`config.mk`:
```
export PLATFORM = sky130hd
export DESIGN_NAME = multicycle_control
export DESIGN_NICKNAME = d
export VERILOG_FILES = /design/src/rtl/multicycle_control.sv
export SDC_FILE = /design/constraint.sdc
export NUM_CORES = 1
export LEC_CHECK = 0
export CORE_AREA = 2 2 50 52
export DETAILED_ROUTE_END_ITERATION = 8
export DIE_AREA = 0 0 52 54
export GPL_ROUTABILITY_DRIVEN = 0
export PLACE_DENSITY = 0.83
export SYNTH_ARGS = -nofsm -noshare
export SYNTH_HDL_FRONTEND = slang
export SYNTH_SLANG_ARGS = --single-unit
```
`constraint.sdc`:
```
create_clock -name clk -period 1.5 [get_ports clk]
set_input_delay 0.15 -clock clk [delete_from_list [all_inputs] [get_ports clk]]
set_output_delay 0.15 -clock clk [all_outputs]
set_load 0.01 [all_outputs]
```
`src/rtl/multicycle_control.sv`:
```
// Multi-cycle MIPS main control: Moore FSM sequencing fetch, decode, execute,
// memory and writeback over a shared ALU and a single memory port.
module multicycle_control #(
  parameter int                  OP_W          = 6,
  parameter int                  ALUOP_W       = 4,
  parameter logic [ALUOP_W-1:0]  ALUOP_ADD     = 4'b0010,
  parameter logic [ALUOP_W-1:0]  ALUOP_SUB     = 4'b0110,
  parameter logic [ALUOP_W-1:0]  ALUOP_RTYPE   = 4'b1000,
  parameter bit                  USE_MEM_READY = 1'b1,
  parameter int                  MEM_LATENCY   = 1
) (
  input  logic               clk,
  input  logic               rst_n,
  input  logic [OP_W-1:0]    Opcode,
  input  logic               Zero,
  input  logic               MemReady,
  output logic               PCWrite,
  output logic               PCWriteCond,
  output logic               IorD,
  output logic               MemRead,
  output logic               MemWrite,
  output logic               MemToReg,
  output logic               IRWrite,
  output logic               RegWrite,
  output logic               RegDst,
  output logic               ALUSrcA,
  output logic [1:0]         ALUSrcB,
  output logic [1:0]         PCSource,
  output logic [ALUOP_W-1:0] ALUOp,
  output logic               IllegalOp,
  output logic [3:0]         State
);

  localparam int CNT_W = $clog2(MEM_LATENCY + 1);
  localparam logic [CNT_W-1:0] CNT_LAST = CNT_W'(MEM_LATENCY - 1);

  localparam logic [OP_W-1:0] OP_RTYPE = OP_W'(6'b000000);
  localparam logic [OP_W-1:0] OP_LW    = OP_W'(6'b100011);
  localparam logic [OP_W-1:0] OP_SW    = OP_W'(6'b101011);
  localparam logic [OP_W-1:0] OP_BEQ   = OP_W'(6'b000100);
  localparam logic [OP_W-1:0] OP_J     = OP_W'(6'b000010);
  localparam logic [OP_W-1:0] OP_ADDI  = OP_W'(6'b001000);

  typedef enum logic [3:0] {
    S_FETCH  = 4'd0,
    S_DECODE = 4'd1,
    S_MEMADR = 4'd2,
    S_MEMRD  = 4'd3,
    S_MEMWB  = 4'd4,
    S_MEMWR  = 4'd5,
    S_EXEC   = 4'd6,
    S_RWB    = 4'd7,
    S_BRANCH = 4'd8,
    S_JUMP   = 4'd9,
    S_ADDIEX = 4'd10,
    S_ADDIWB = 4'd11,
    S_TRAP   = 4'd12
  } state_t;

  state_t            state_q, state_d;
  logic [OP_W-1:0]   op_q, op_d;
  logic [CNT_W-1:0]  cnt_q, cnt_d;
  logic              mem_done;
  logic              is_mem_state;
  logic              zero_unused;

  // The branch decision is made in the datapath from Zero and PCWriteCond.
  assign zero_unused = Zero;

  always_comb begin
    if (USE_MEM_READY) begin
      mem_done = MemReady;
    end else begin
      mem_done = (cnt_q == CNT_LAST);
    end
  end

  assign is_mem_state = (state_q == S_FETCH) || (state_q == S_MEMRD) ||
                        (state_q == S_MEMWR);

  always_comb begin
    state_d = state_q;
    op_d    = op_q;
    cnt_d   = '0;
    // Counter runs only while waiting inside a memory state; any exit clears it.
    if (!USE_MEM_READY && is_mem_state && !mem_done) begin
      cnt_d = cnt_q + 1'b1;
    end
    case (state_q)
      S_FETCH:  if (mem_done) state_d = S_DECODE;
      S_DECODE: begin
        op_d = Opcode;
        case (Opcode)
          OP_LW, OP_SW: state_d = S_MEMADR;
          OP_RTYPE:     state_d = S_EXEC;
          OP_BEQ:       state_d = S_BRANCH;
          OP_J:         state_d = S_JUMP;
          OP_ADDI:      state_d = S_ADDIEX;
          default:      state_d = S_TRAP;
        endcase
      end
      S_MEMADR: state_d = (op_q == OP_SW) ? S_MEMWR : S_MEMRD;
      S_MEMRD:  if (mem_done) state_d = S_MEMWB;
      S_MEMWB:  state_d = S_FETCH;
      S_MEMWR:  if (mem_done) state_d = S_FETCH;
      S_EXEC:   state_d = S_RWB;
      S_RWB:    state_d = S_FETCH;
      S_BRANCH: state_d = S_FETCH;
      S_JUMP:   state_d = S_FETCH;
      S_ADDIEX: state_d = S_ADDIWB;
      S_ADDIWB: state_d = S_FETCH;
      S_TRAP:   state_d = S_TRAP;
      default:  state_d = S_FETCH;
    endcase
  end

  always_ff @(posedge clk or negedge rst_n) begin
    if (!rst_n) begin
      state_q <= S_FETCH;
      op_q    <= '0;
      cnt_q   <= '0;
    end else begin
      state_q <= state_d;
      op_q    <= op_d;
      cnt_q   <= cnt_d;
    end
  end

  // Controls decode from the state register; rst_n gates them so pending
  // writes drop the moment reset asserts.
  always_comb begin
    PCWrite     = 1'b0;
    PCWriteCond = 1'b0;
    IorD        = 1'b0;
    MemRead     = 1'b0;
    MemWrite    = 1'b0;
    MemToReg    = 1'b0;
    IRWrite     = 1'b0;
    RegWrite    = 1'b0;
    RegDst      = 1'b0;
    ALUSrcA     = 1'b0;
    ALUSrcB     = 2'b00;
    PCSource    = 2'b00;
    ALUOp       = '0;
    IllegalOp   = 1'b0;
    case (state_q)
      S_FETCH: begin
        MemRead = 1'b1;
        ALUSrcB = 2'b01;
        ALUOp   = ALUOP_ADD;
        IRWrite = mem_done;
        PCWrite = mem_done;
      end
      S_DECODE: begin
        ALUSrcB = 2'b11;
        ALUOp   = ALUOP_ADD;
      end
      S_MEMADR, S_ADDIEX: begin
        ALUSrcA = 1'b1;
        ALUSrcB = 2'b10;
        ALUOp   = ALUOP_ADD;
      end
      S_MEMRD: begin
        MemRead = 1'b1;
        IorD    = 1'b1;
      end
      S_MEMWB: begin
        RegWrite = 1'b1;
        MemToReg = 1'b1;
      end
      S_MEMWR: begin
        MemWrite = 1'b1;
        IorD     = 1'b1;
      end
      S_EXEC: begin
        ALUSrcA = 1'b1;
        ALUOp   = ALUOP_RTYPE;
      end
      S_RWB: begin
        RegWrite = 1'b1;
        RegDst   = 1'b1;
      end
      S_BRANCH: begin
        ALUSrcA     = 1'b1;
        ALUOp       = ALUOP_SUB;
        PCWriteCond = 1'b1;
        PCSource    = 2'b01;
      end
      S_JUMP: begin
        PCWrite  = 1'b1;
        PCSource = 2'b10;
      end
      S_ADDIWB: RegWrite = 1'b1;
      S_TRAP:   IllegalOp = 1'b1;
      default: ;
    endcase
    if (!rst_n) begin
      PCWrite     = 1'b0;
      PCWriteCond = 1'b0;
      IorD        = 1'b0;
      MemRead     = 1'b0;
      MemWrite    = 1'b0;
      MemToReg    = 1'b0;
      IRWrite     = 1'b0;
      RegWrite    = 1'b0;
      RegDst      = 1'b0;
      ALUSrcA     = 1'b0;
      ALUSrcB     = 2'b00;
      PCSource    = 2'b00;
      ALUOp       = '0;
      IllegalOp   = 1'b0;
    end
  end

  assign State = state_q;

endmodule

```
==> results of run 1 <==
==> report_power, final <==
| part | internal, mW | switching (mW) | leakage (nW) |
|---|---|---|---|
| sequential | 0.396 | 0.101 | 0.120 |
| combinational | 1.10 | 0.855 | 0.627 |
| clock | 0.147 | 0.0969 | 0.0210 |
==> repair_timing <==
item	in CTS	in global routing
gates resized for setup	105	19
endpoints found under the setup margin	26	28
setup buffers	6	1
pin swaps	11	5
==> cells by family after synthesis <==
family / count (synthesis)
AO/OA/AOI/OAI: 21
XOR/XNOR: 3
buffers and inverters: 10
flip-flops: 10
multiplexers: 6
other: 1
AND/OR/NAND/NOR: 52
==> cell usage in the layout (no fill, tap or decap), drive strengths merged, types with 4 or more instances in the layout <==
cell and count:
dfrtp 10, clkbuf 5, nand2 8, o21ai 4, clkdlybuf4s50 8, buf 64
nor2 21, mux2 6, nand2b 7, nor3 7
==> worst max path at each step <==
stage / startpoint / to
2_1_floorplan: State[1] / op_q[0]
3_3_place_gp: rst_n / RegDst
3_5_place_dp: rst_n / MemWrite
4_1_cts: State[3] / ALUSrcA
5_1_grt: State[3] / RegWrite
6_report: State[3] / ALUSrcA
==> registers in the layout, summed over array words and instances (netlist names) <==
register  cells
State         4
op_q          6
==> area by class of cell <==
type                       instances  share of cell area (%)
clock buffer                       4                   2.289
inverter                           2                  0.4736
multi-input combinational         83                   41.52
sequential                        10                   15.94
tap                               30                   2.368
timing repair buffer              76                   37.41
==> worst max-delay path: cells and delay by family (launching register included) <==
| family | cells | cell delay [ns] |
|---|---|---|
| flip-flops | 1 | 0.43 |
| AND/OR/NAND/NOR | 1 | 0.14 |
| buffers and inverters | 3 | 0.42 |
| AO/OA/AOI/OAI | 1 | 0.21 |
==> stage by stage <==
step | setup TNS (ns) | std cells | utilization (%)
floorplan | 0 | 103 | -
global placement | -4.246 | 194 | 60.19
detailed placement | -4.900 | 194 | 60.19
CTS | -0.8001 | 204 | 65.32
global route | -1.800 | 205 | 68.34
finish | -0.5898 | 205 | 68.34
==> metal layers <==
| layer | vias to the layer above | track usage (%) |
|---|---|---|
| met5 | - | 0 |
| met4 | 0 | 8.772 |
| met3 | 2 | 1.389 |
| met2 | 44 | 46.84 |
| met1 | 495 | 22.17 |
| li1 | 506 | - |
==> results summary, run 1 <==
Measured against the total synthesized area, the mux share comes to 8.333%. Buffers placed on the I/O ports in this run total 30. The run finished, with violations left. The clock root buffer is clkbuf_4. The met1 layer wirelength in the final routing is 1144 um. The slack of the worst reg-to-reg path came out at -0.02 ns. The total number of vias is 1047. After detailed routing, the met2 layer carries 1652 um of wire. The endpoint identified for the worst register-to-register timing path is State[0]. The main combinational cell family by area after synthesis is simple AND/OR/NAND/NOR gates. The die extent in x is 52 um. The post-synthesis instance area came out at 810.8 um^2. In this run the core area contains 18 standard-cell rows.

The longest clock path from root to sink contains 2 buffers. On the final layout, the worst hold slack is 0.3942 ns. The worst setup path is captured at an output pin. The number of distinct standard cells referenced by the synthesized netlist is 34. The antenna diode count is 0. Counting stages on the worst path, the most repeated cell is buf_6. The area growth from synthesis to layout is 95.52%.

The biggest area contributor in the post-synthesis netlist is dfrtp_1. The total routing usage reported by global routing is 22.22%. The remaining global-route overflow came out at 0. The commonest cells after synthesis are nor2_1, dfrtp_1, nand2_1. The count of final setup violators came out at 10. The synthesized area divided by synthesized cell count is 7.872 um^2. The clock transition at the registers of the reported paths is 0.07 ns. The complex-gate fraction of the synthesized area came out at 18.67%.

Cells with a size suffix above 1 make up 58.86% of the layout. The area taken by flip-flops and latches came out at 252.7 um^2. The fraction of the mapped netlist area in adder cells came out at 0%. The total die area is 2808 um^2. The number of I/O pins came out at 33.

The final critical path time including I/O delays and setup came out at 1.608 ns. The post-place instance area is 1396 um^2. The total power consumption of the routed design is 2.700 mW. In the synthesized netlist the dominant register cell turns out to be dfrtp_1. The fraction of the mapped netlist area in simple logic gates is 31.94%. The worst setup path is launched from a flip-flop. The initial standard-cell utilization of the core came out at 34.95%. The routed design uses 167 um of met3 wire. The sequential area share after synthesis came out at 30.86%. The via count of the first global-routing pass came out at 1072. Summing all multi-input logic gate instances after layout gives 658.1 um^2. Summed over all cells, the static leakage comes to 0.7680 nW. The floorplan step set the die height to 54 um.

The total count of max-transition violations in the final report came out at 0. For this design the ratio of total power to cell area is 1703 nW/um^2. The critical path is of the reg -> out type. For this run, the slowest stage of the critical path takes 0.43 ns. Clock skew on the completed layout was measured at 0.002717 ns.

The H-tree level count came out at 1. The maximum VDD drop is 0.001178 V. The final routed wire length divided by cell count came out at 14.54 um. When the netlist entered floorplanning its net count stood at 113.

The number of buffers added to fix hold violations after cts came out at 0. The area share of the largest cell type after synthesis came out at 30.86%. At the worst endpoint, the arrival time is 1.46 ns. The DRC marker count from the first detailed-route iteration is 25. The number of antenna violations at the first check in global routing came out at 0.

Among all cell types in the netlist, the one instantiated most often is nor2_1. Using the TritonRoute via totals, the vias-per-cell ratio works out to 5.107. After detailed routing, the number of remaining DRC violations is 0. In the synthesized netlist the async set-or-reset flop fraction comes to 100.0%. The count of cells along the worst register-to-register path is 6. Static timing analysis puts the maximum clock frequency at 622.0 MHz. The pin count of the biggest net entering global routing is 11. The count of antenna-violating nets left after detailed routing is 0. The post-route fraction of the period consumed by the critical path is 107.2%. After synthesis the netlist holds a flip-flop and latch count of 10. Detailed placement ended at an HPWL of 2031 um. By area the synthesized netlist is led by dfrtp_1, nor2_1, mux2_2, nand2b_1, nor3_1. The insertion delay to the later sink of the worst-skew pair is 0.27 ns.

The count of flip-flops with a built-in enable after synthesis is 0. The worst-case setup margin in the final layout is -0.1077 ns. The number of fill cells in the layout is 189.

In this run the worst hold path is classified as in -> async. TritonCTS built the clock tree. The pre-antenna-repair detailed-routing pass consisted of 4 iterations. The number of failing hold endpoints at the final stage is 0. The critical path required time came out at 1.35 ns. Of all nets on the critical path, the largest fanout is 4. The post-detailed-routing wire length is 2980 um.

The CTS sink count is 10. The max-capacitance violation count is 0. The core area came out at 2320 um^2.

The checks that failed: setup timing. The layout net count came out at 186. The xor-xnor portion of the synthesized cell area is 3.241%. The number of warning messages in the yosys log came out at 0.

The global-route wire length before repair came out at 4650 um. The detailed router used layers up to and including met4. Setup repair after global routing could not meet its margin everywhere. The slowest stage of the critical path is the dfrtp_2 cell. The final non-filler cell area came out at 1585 um^2. The count of mapped cells out of synthesis is 103. The post-place setup slack is -0.3812 ns. The startpoint identified for the worst register-to-register timing path is State[0]. The critical path goes through buf_6 -> buf_6 -> nand2b_4 -> a211oi_2 -> buf_2. The CTS buffer count came out at 3.
Power figures use the tool's default switching activity.
==> run 2, diff against run 1 <==
Settings changed: CAP_MARGIN set to 5.
==> results of run 2 <==
Same layout as run 1: the final DEF is identical, and so are final timing and power.
